--- src/rtl/core_run_controller.sv ---
// Run controller for riscv_core: sequences core reset, gates core progress, counts run cycles,
// and reports pass/fail/timeout from a TOHOST mailbox write. Define HANG_DETECT_EN to add stuck-pc detection.
module core_run_controller #(
  parameter int          RESET_CYCLES = 2,
  parameter int          MAX_CYCLES   = 10,
  parameter int          CNT_W        = 32,
  parameter logic [31:0] TOHOST_ADDR  = 32'h0000_0100,
  parameter int          HANG_CYCLES  = 8
) (
  input  logic             clock,
  input  logic             reset,
  input  logic             start,
  input  logic             abort,
  input  logic [31:0]      bus_address,
  input  logic [31:0]      bus_write_data,
  input  logic             bus_write,
  input  logic [31:0]      pc,
  output logic             core_reset,
  output logic             core_en,
  output logic             running,
  output logic             done,
  output logic             pass,
  output logic             fail,
  output logic             timeout,
  output logic             hang,
  output logic [30:0]      fail_code,
  output logic [CNT_W-1:0] cycle_count
);

  typedef enum logic [1:0] {ST_IDLE, ST_HOLD, ST_RUN, ST_DONE} state_t;

  localparam int HOLD_W = (RESET_CYCLES > 2) ? $clog2(RESET_CYCLES) : 1;
  localparam logic [HOLD_W-1:0] HOLD_LAST = HOLD_W'((RESET_CYCLES > 0) ? RESET_CYCLES - 1 : 0);

  state_t            state;
  logic [HOLD_W-1:0] hold_cnt;
  logic [CNT_W-1:0]  cnt_inc;
  logic              budget_hit;
  logic              tohost_hit;
  logic              is_pass;
  logic              hang_hit;

  assign cnt_inc    = (&cycle_count) ? cycle_count : cycle_count + CNT_W'(1);
  assign budget_hit = ({1'b0, cycle_count} + (CNT_W+1)'(1)) == (CNT_W+1)'(MAX_CYCLES);
  assign tohost_hit = bus_write && (bus_address == TOHOST_ADDR);
  assign is_pass    = (bus_write_data == 32'h1);

`ifdef HANG_DETECT_EN
  localparam int HW = $clog2(HANG_CYCLES + 1);

  logic [31:0] last_pc;
  logic [HW-1:0] stall_len;
  logic [HW-1:0] run_len_now;

  // Length of the current identical-pc streak including this cycle; the first RUN cycle starts a new streak.
  always_comb begin
    run_len_now = HW'(1);
    if ((cycle_count != '0) && (pc == last_pc))
      run_len_now = stall_len + HW'(1);
  end

  assign hang_hit = (run_len_now == HW'(HANG_CYCLES));

  always_ff @(posedge clock or negedge reset) begin
    if (!reset) begin
      last_pc   <= '0;
      stall_len <= '0;
    end else if (state == ST_RUN) begin
      last_pc   <= pc;
      stall_len <= run_len_now;
    end
  end
`else
  logic unused_pc;
  assign unused_pc = (^pc) ^ (HANG_CYCLES > 0);
  assign hang_hit  = 1'b0;
`endif

  always_ff @(posedge clock or negedge reset) begin
    if (!reset) begin
      state       <= ST_IDLE;
      hold_cnt    <= '0;
      core_reset  <= 1'b1;
      core_en     <= 1'b0;
      running     <= 1'b0;
      done        <= 1'b0;
      pass        <= 1'b0;
      fail        <= 1'b0;
      timeout     <= 1'b0;
      hang        <= 1'b0;
      fail_code   <= '0;
      cycle_count <= '0;
    end else if (abort) begin
      state       <= ST_IDLE;
      hold_cnt    <= '0;
      core_reset  <= 1'b1;
      core_en     <= 1'b0;
      running     <= 1'b0;
      done        <= 1'b0;
      pass        <= 1'b0;
      fail        <= 1'b0;
      timeout     <= 1'b0;
      hang        <= 1'b0;
      fail_code   <= '0;
      cycle_count <= '0;
    end else begin
      case (state)
        ST_IDLE, ST_DONE: begin
          if (start) begin
            state       <= ST_HOLD;
            hold_cnt    <= '0;
            core_reset  <= 1'b1;
            done        <= 1'b0;
            pass        <= 1'b0;
            fail        <= 1'b0;
            timeout     <= 1'b0;
            hang        <= 1'b0;
            fail_code   <= '0;
            cycle_count <= '0;
          end
        end
        ST_HOLD: begin
          if (hold_cnt == HOLD_LAST) begin
            state      <= ST_RUN;
            core_reset <= 1'b0;
            core_en    <= 1'b1;
            running    <= 1'b1;
          end else begin
            hold_cnt <= hold_cnt + HOLD_W'(1);
          end
        end
        ST_RUN: begin
          cycle_count <= cnt_inc;
          // Exit rules in priority order: mailbox write, cycle budget, stuck pc.
          if (tohost_hit || budget_hit || hang_hit) begin
            state   <= ST_DONE;
            core_en <= 1'b0;
            running <= 1'b0;
            done    <= 1'b1;
          end
          if (tohost_hit) begin
            pass      <= is_pass;
            fail      <= !is_pass;
            fail_code <= is_pass ? 31'd0 : bus_write_data[31:1];
          end else if (budget_hit) begin
            timeout <= 1'b1;
          end else if (hang_hit) begin
            hang <= 1'b1;
          end
        end
        default: state <= ST_IDLE;
      endcase
    end
  end

endmodule

--- config.mk ---
export PLATFORM = sky130hd
export DESIGN_NAME = core_run_controller
export DESIGN_NICKNAME = d
export VERILOG_FILES = /design/src/rtl/core_run_controller.sv
export SDC_FILE = /design/constraint.sdc
export NUM_CORES = 1
export LEC_CHECK = 0
export BUFFER_PORTS_ARGS = -buffer_cell sky130_fd_sc_hd__clkbuf_2
export CAP_MARGIN = 20
export CORE_UTILIZATION = 53
export DETAILED_ROUTE_END_ITERATION = 6
export GPL_ROUTABILITY_DRIVEN = 0
export GPL_TIMING_DRIVEN = 0
export PLACE_DENSITY = 0.94
export SYNTH_ARGS = -nofsm -noshare
export SYNTH_HDL_FRONTEND = slang
export SYNTH_SLANG_ARGS = --single-unit
--- constraint.sdc ---
create_clock -name clock -period 6.4 [get_ports clock]
set_clock_uncertainty 0.15 [all_clocks]
set_input_delay 0 -clock clock [delete_from_list [all_inputs] [get_ports clock]]
set_output_delay 0 -clock clock [all_outputs]
set_load 0.05 [all_outputs]
== Word-level counts from Yosys, hierarchy flattened ==
Index checks and enable logic that the tools add are counted.
Cells by class
  mux-type cells: 41
  reductions and logical operators: 20
  $add $sub $neg: 3
  equal/unequal tests: 13
Operators by type and width (count)
  2-to-1 mux 31 bit: 4
  2-to-1 mux 32 bit: 3
  case mux 32 bit (2 select lines): 1
  case mux 31 bit (2 select lines): 1
  adder 32 x 1 -> 33 bit (second input constant): 1
  == test 33 x 4 -> 1 bit (second input constant): 1
  adder 32 x 1 -> 32 bit (second input constant): 1
  == test 32 x 1 -> 1 bit (second input constant): 1
  == test 32 x 9 -> 1 bit (second input constant): 1
  AND reduction 32 bit: 1
  != test 3 bit (second input constant): 7
  2-to-1 mux 1 bit: 20
  AND reduction 3 bit: 6
  case mux 1 bit (2 select lines): 7
  nonzero test 3 bit: 3
  2-to-1 mux 2 bit: 4
  case mux 2 bit (3 select lines): 1
  == test 2 bit (second input constant): 2
  AND reduction 2 bit: 2
  AND reduction 4 bit: 1
  nonzero test 2 bit: 2
  == test 2 x 1 -> 1 bit (second input constant): 1
  zero test 2 bit: 1
  OR reduction 2 bit: 1
  other kinds (4): 4
Storage, ports and cells
  bits of input ports: 101
  flip-flop bits (word level): 73
  word-level logic and storage cells: 88

== Depth between registers and ports, before layout ==
  depth in word-level cells: 6
  depth in mapped cells: 12
  depth with buffers taken out: 9

== Worst setup path after synthesis ==
No wires, ideal clock.
  path type: flip-flop to flip-flop
  start point: register cycle_count[0]
  end point: register state[0]
  slack: 3276 ps
  data arrival time: 2852 ps
  stages on the path, launching flop included: 10
  period minus slack after synthesis: 3124 ps
  path through: dfrtp_1 > ha_1 > nand3_2 > buf_6 > or3_1 > a211oi_2 > nand4_1 > nor4_4 > o21ai_0 > a32o_1
On the way
  word-level cells in the longest chain between the ends: 5
Ends and longest elaborated chain
  from (decl): line 27  | output logic [CNT_W-1:0] cycle_count
  from (signal assigned): line 133  | cycle_count <= cnt_inc;
  adder 32 x 1 -> 33 bit: line 44  | assign budget_hit = ({1'b0, cycle_count} + (CNT_W+1)'(1)) == (CNT_W+1)'(MAX_CYCLES);
  == test 33 x 4 -> 1 bit: line 44
  logical OR 1 bit: line 135  | if (tohost_hit || budget_hit || hang_hit) begin
  != test 3 bit (no source line)
  AND reduction 3 bit (no source line)
  to (signal assigned): line 124  | state <= ST_RUN;
  to (signal assigned): line 136  | state <= ST_DONE;
  to (signal assigned): line 151  | default: state <= ST_IDLE;
  to (decl): line 35  | state_t state;
No other way between the ends.
A chain may end at the register's enable or synchronous reset.

== Worst setup path after layout ==
  start point: register cycle_count[0]
  end point: register cycle_count[30]
On the way
  word-level cells in the longest chain between the ends: 4
  elaborated cells between the ends (all ways): 7
  classes of those cells: add/sub (1); eq/ne (1); mux (3); reduce/logical (2)
Ends and longest elaborated chain
  adder 32 x 1 -> 32 bit: line 43  | assign cnt_inc = (&cycle_count) ? cycle_count : cycle_count + CNT_W'(1);
  2-to-1 mux 32 bit: line 43
  case mux 32 bit (2 select lines): line 107  | case (state)
  2-to-1 mux 32 bit: line 93  | end else if (abort) begin
Parallel ways exist; a longest one is shown, timed or not. The select of a mux whose other input is x is not followed.

==> results.json <==
{
  "violations": "negative hold slack",
  "cts_tree": "done",
  "rows": 32,
  "nets": 742,
  "leakage_nw": 2.57,
  "cts_root_buf": "clkbuf_8",
  "critPathCaptureType": "flip-flop",
  "seq_power_share_pct": 38.6,
  "finalWirelength_um": 14800,
  "final_core_util_pct": 72.6,
  "largest_reg_flops": 32,
  "maxCapViolCount": 0,
  "fin_area_mm2": 0.00558,
  "start_util_pct": 54.6,
  "core_mm2": 0.00769,
  "drcViolationCount": 0,
  "synth_flop_cell": "dfrtp_1",
  "io_pins": 172,
  "swShare_pct": 43.3,
  "start_kind": "flip-flop",
  "largest_register": "cycle_count",
  "grtUsageTotal_pct": 36.5,
  "synth_fa_ha_area_share_pct": 1.19,
  "p_sw_mw": 0.596,
  "dr.pass1.iters": 5,
  "p_int_mw": 0.779,
  "overflow": 0,
  "die_width_um": 91.0,
  "rsz0062_at_grt": "no",
  "fp.dieH_um": 91.0,
  "use_met3_pct": 8.46,
  "peakVddDrop_uv": 209,
  "synth_compound_area_share_pct": 24.1,
  "synth_edf_count": 0,
  "muxShareOfSynthArea_pct": 0.507,
  "use_met2_pct": 62.8,
  "vias_per_cell": 6.42,
  "setup_viol": 0,
  "drt_first_iter_violations": 507,
  "fillers": 560,
  "wl_per_cell_um": 19.9,
  "crit_top_cell": "o21ai_0",
  "ctsResizeCount": 0,
  "path_cells": "ha_1, nand3_2, nor3_2, nand3_1, nor3_1, inv_1, o21ai_0, clkbuf_1, o21ai_0, o31ai_1",
  "yosysSeqAreaShare_pct": 42.9,
  "final_cell_mix": "clkbuf_2, dfrtp_1, o21ai_0, nor2_1, dlygate4sd3_1",
  "ys_types": 58,
  "yosys_warnings": 0,
  "clkSinkCount": 72,
  "critical_path.max_stage_delay_ns": 0.55,
  "place_hpwl_um": 9240,
  "min_period_ns": 3.73,
  "status": "finished, violations left",
  "async_flop_share_pct": 100,
  "post-route-period-util_pct": 58.3,
  "port_buffers": 137,
  "cp_max_fo": 10,
  "tightest_slew_ns": 0.554,
  "path_class": "reg -> reg",
  "drive_gt1_share_pct": 30.4,
  "synth_fp_nets": 557,
  "synth_top_family_by_area": "simple AND/OR/NAND/NOR gates",
  "numCtsBuffers": 9,
  "synth-simple-area-share_pct": 25.1,
  "synth_xor_xnor_area_share_pct": 1.04,
  "layout_commonest_cell": "clkbuf_2",
  "syn_area_mm2": 0.00420,
  "busiest_layer": "met2",
  "hold_slack_ns": -0.00240,
  "met1_usage_pct": 40.3,
  "slew_violations": 0,
  "pwr-share-comb_pct": 35.5,
  "cts_max_path_buffers": 2,
  "ant_nets": 0,
  "dpl_cell_area_mm2": 0.00503,
  "fmax_ghz": 0.268,
  "pwr-share-clk_pct": 26.0,
  "grt_pass1_wl_um": 23500,
  "antenna_found_initial": 0,
  "ys_ff_latch": 72,
  "p_per_area_mw_per_mm2": 246,
  "antenna_cells": 0,
  "grt_pass1_vias": 4782,
  "relSlewSlack_pct": 62.8,
  "clk_pin_slew_worst_paths_ns": 0.11,
  "reg_top3": "cycle_count x32, fail_code x31, state x2",
  "fin_setup_tns_ns": 0,
  "slowest_stage": "dfrtp_1",
  "hold_path_class": "in -> async",
  "die-area_mm2": 0.00828,
  "syn2layout_area_growth_pct": 32.9,
  "syn_inst": 452,
  "final-hold-violation-count": 2,
  "grt_max_degree": 38,
  "avgSynthCellArea_um2": 9.29,
  "crit_arrival_ns": 3.85,
  "vias": 4774,
  "clk_latency_ns": 0.37,
  "htreeDepth": 3,
  "required_ns": 6.52
}
==> final cells by class <==
| type | count | area [um^2] | share of cell area, % |
|---|---|---|---|
| Clock buffer | 9 | 124 | 2.22 |
| Sequential cell | 72 | 1800 | 32.3 |
| Buffer | 35 | 179 | 3.21 |
| Tap cell | 102 | 128 | 2.29 |
| Inverter | 8 | 30.0 | 0.538 |
| Timing Repair Buffer | 174 | 1070 | 19.1 |
| Multi-Input combinational cell | 337 | 2190 | 39.2 |
| Clock inverter | 7 | 61.3 | 1.10 |
==> stage by stage <==
| step | power, mW | setup WS, ns | hold slack (ns) | std cells |
|---|---|---|---|---|
| finish | 1.37 | 2.67 | -0.00240 | 744 |
| CTS | 1.34 | 2.85 | 0.00296 | 744 |
| detailed placement | 0.982 | 2.90 | -0.123 | 692 |
| global route | 1.42 | 2.36 | 0.0498 | 744 |
| floorplan | 0.837 | 3.28 | -0.446 | 452 |
| global placement | 0.962 | 3.06 | 0.0831 | 691 |
==> routing by layer <==
layer	up-vias	share of wire [%]	wire length (um)
li1	2101	-	-
met1	2263	36	5280
met2	309	50	7360
met3	101	8.3	1230
met4	0	6.4	945
met5	-	0	0
==> timing repair <==
action / in CTS / in global routing
setup buffers: 0 / 0
hold buffers: 36 / 0
hold endpoints to repair: 110 / 0
==> kinds of logic after synthesis <==
family	Yosys count
AND/OR/NAND/NOR	179
AO/OA/AOI/OAI	146
flip-flops	72
buffers and inverters	43
XOR/XNOR	5
adder cells (fa/ha/maj)	4
multiplexers	2
other	1
==> path summary, 6_finish.rpt <==
path                                   endpoint  cells after the start       startpoint  slack (ns)
worst max-delay path            cycle_count[30]                     10   cycle_count[0]        2.67
worst min-delay path              fail_code[12]                      2            reset      -0.002
worst max register to register  cycle_count[30]                     10   cycle_count[0]        2.67
worst min register to register             fail                      1             fail        0.34
max in group asynchronous         fail_code[26]                      3            reset        5.52
min in group clock                         done                      6  bus_address[27]        0.05
==> synth_stat cells, drive strengths merged (4+ instances only) <==
| library cell | n | area, um^2 |
|---|---|---|
| dfrtp | 71 | 1780 |
| o21ai | 48 | 240 |
| nor2 | 37 | 139 |
| a22o | 32 | 280 |
| nand2 | 26 | 97.6 |
| nor4 | 24 | 205 |
| buf | 20 | 123 |
| nand4 | 19 | 140 |
| nand3 | 18 | 105 |
| o31ai | 16 | 120 |
| clkbuf | 15 | 56.3 |
| nor3 | 14 | 85.1 |
| a21oi | 13 | 65.1 |
| nand2b | 10 | 62.6 |
| inv | 8 | 30.0 |
| o41ai | 8 | 70.1 |
| nor2b | 6 | 37.5 |
| or3 | 5 | 31.3 |
| a211oi | 4 | 35.0 |
| a21o | 4 | 30.0 |
| a31oi | 4 | 25.0 |
| and3 | 4 | 25.0 |
| and4 | 4 | 35.0 |
| ha | 4 | 50.1 |
| nor4b | 4 | 35.0 |
==> critical path: cells and delay by family (launching register included) <==
family | cells | cell delay [ns]
AND/OR/NAND/NOR | 4 | 1.31
adder cells (fa/ha/maj) | 1 | 0.34
flip-flops | 1 | 0.55
AO/OA/AOI/OAI | 3 | 0.69
buffers and inverters | 2 | 0.58
==> power groups by stage <==
stage          clock network (mW)  registers, mW  logic, mW
2_1_floorplan                   0          0.648      0.189
3_3_place_gp                    0          0.532      0.430
3_5_place_dp                    0          0.533      0.449
4_1_cts                     0.352          0.525      0.468
5_1_grt                     0.374          0.535      0.516
6_report                    0.357          0.530      0.488
No activity file was read; power rests on OpenSTA's default activity.
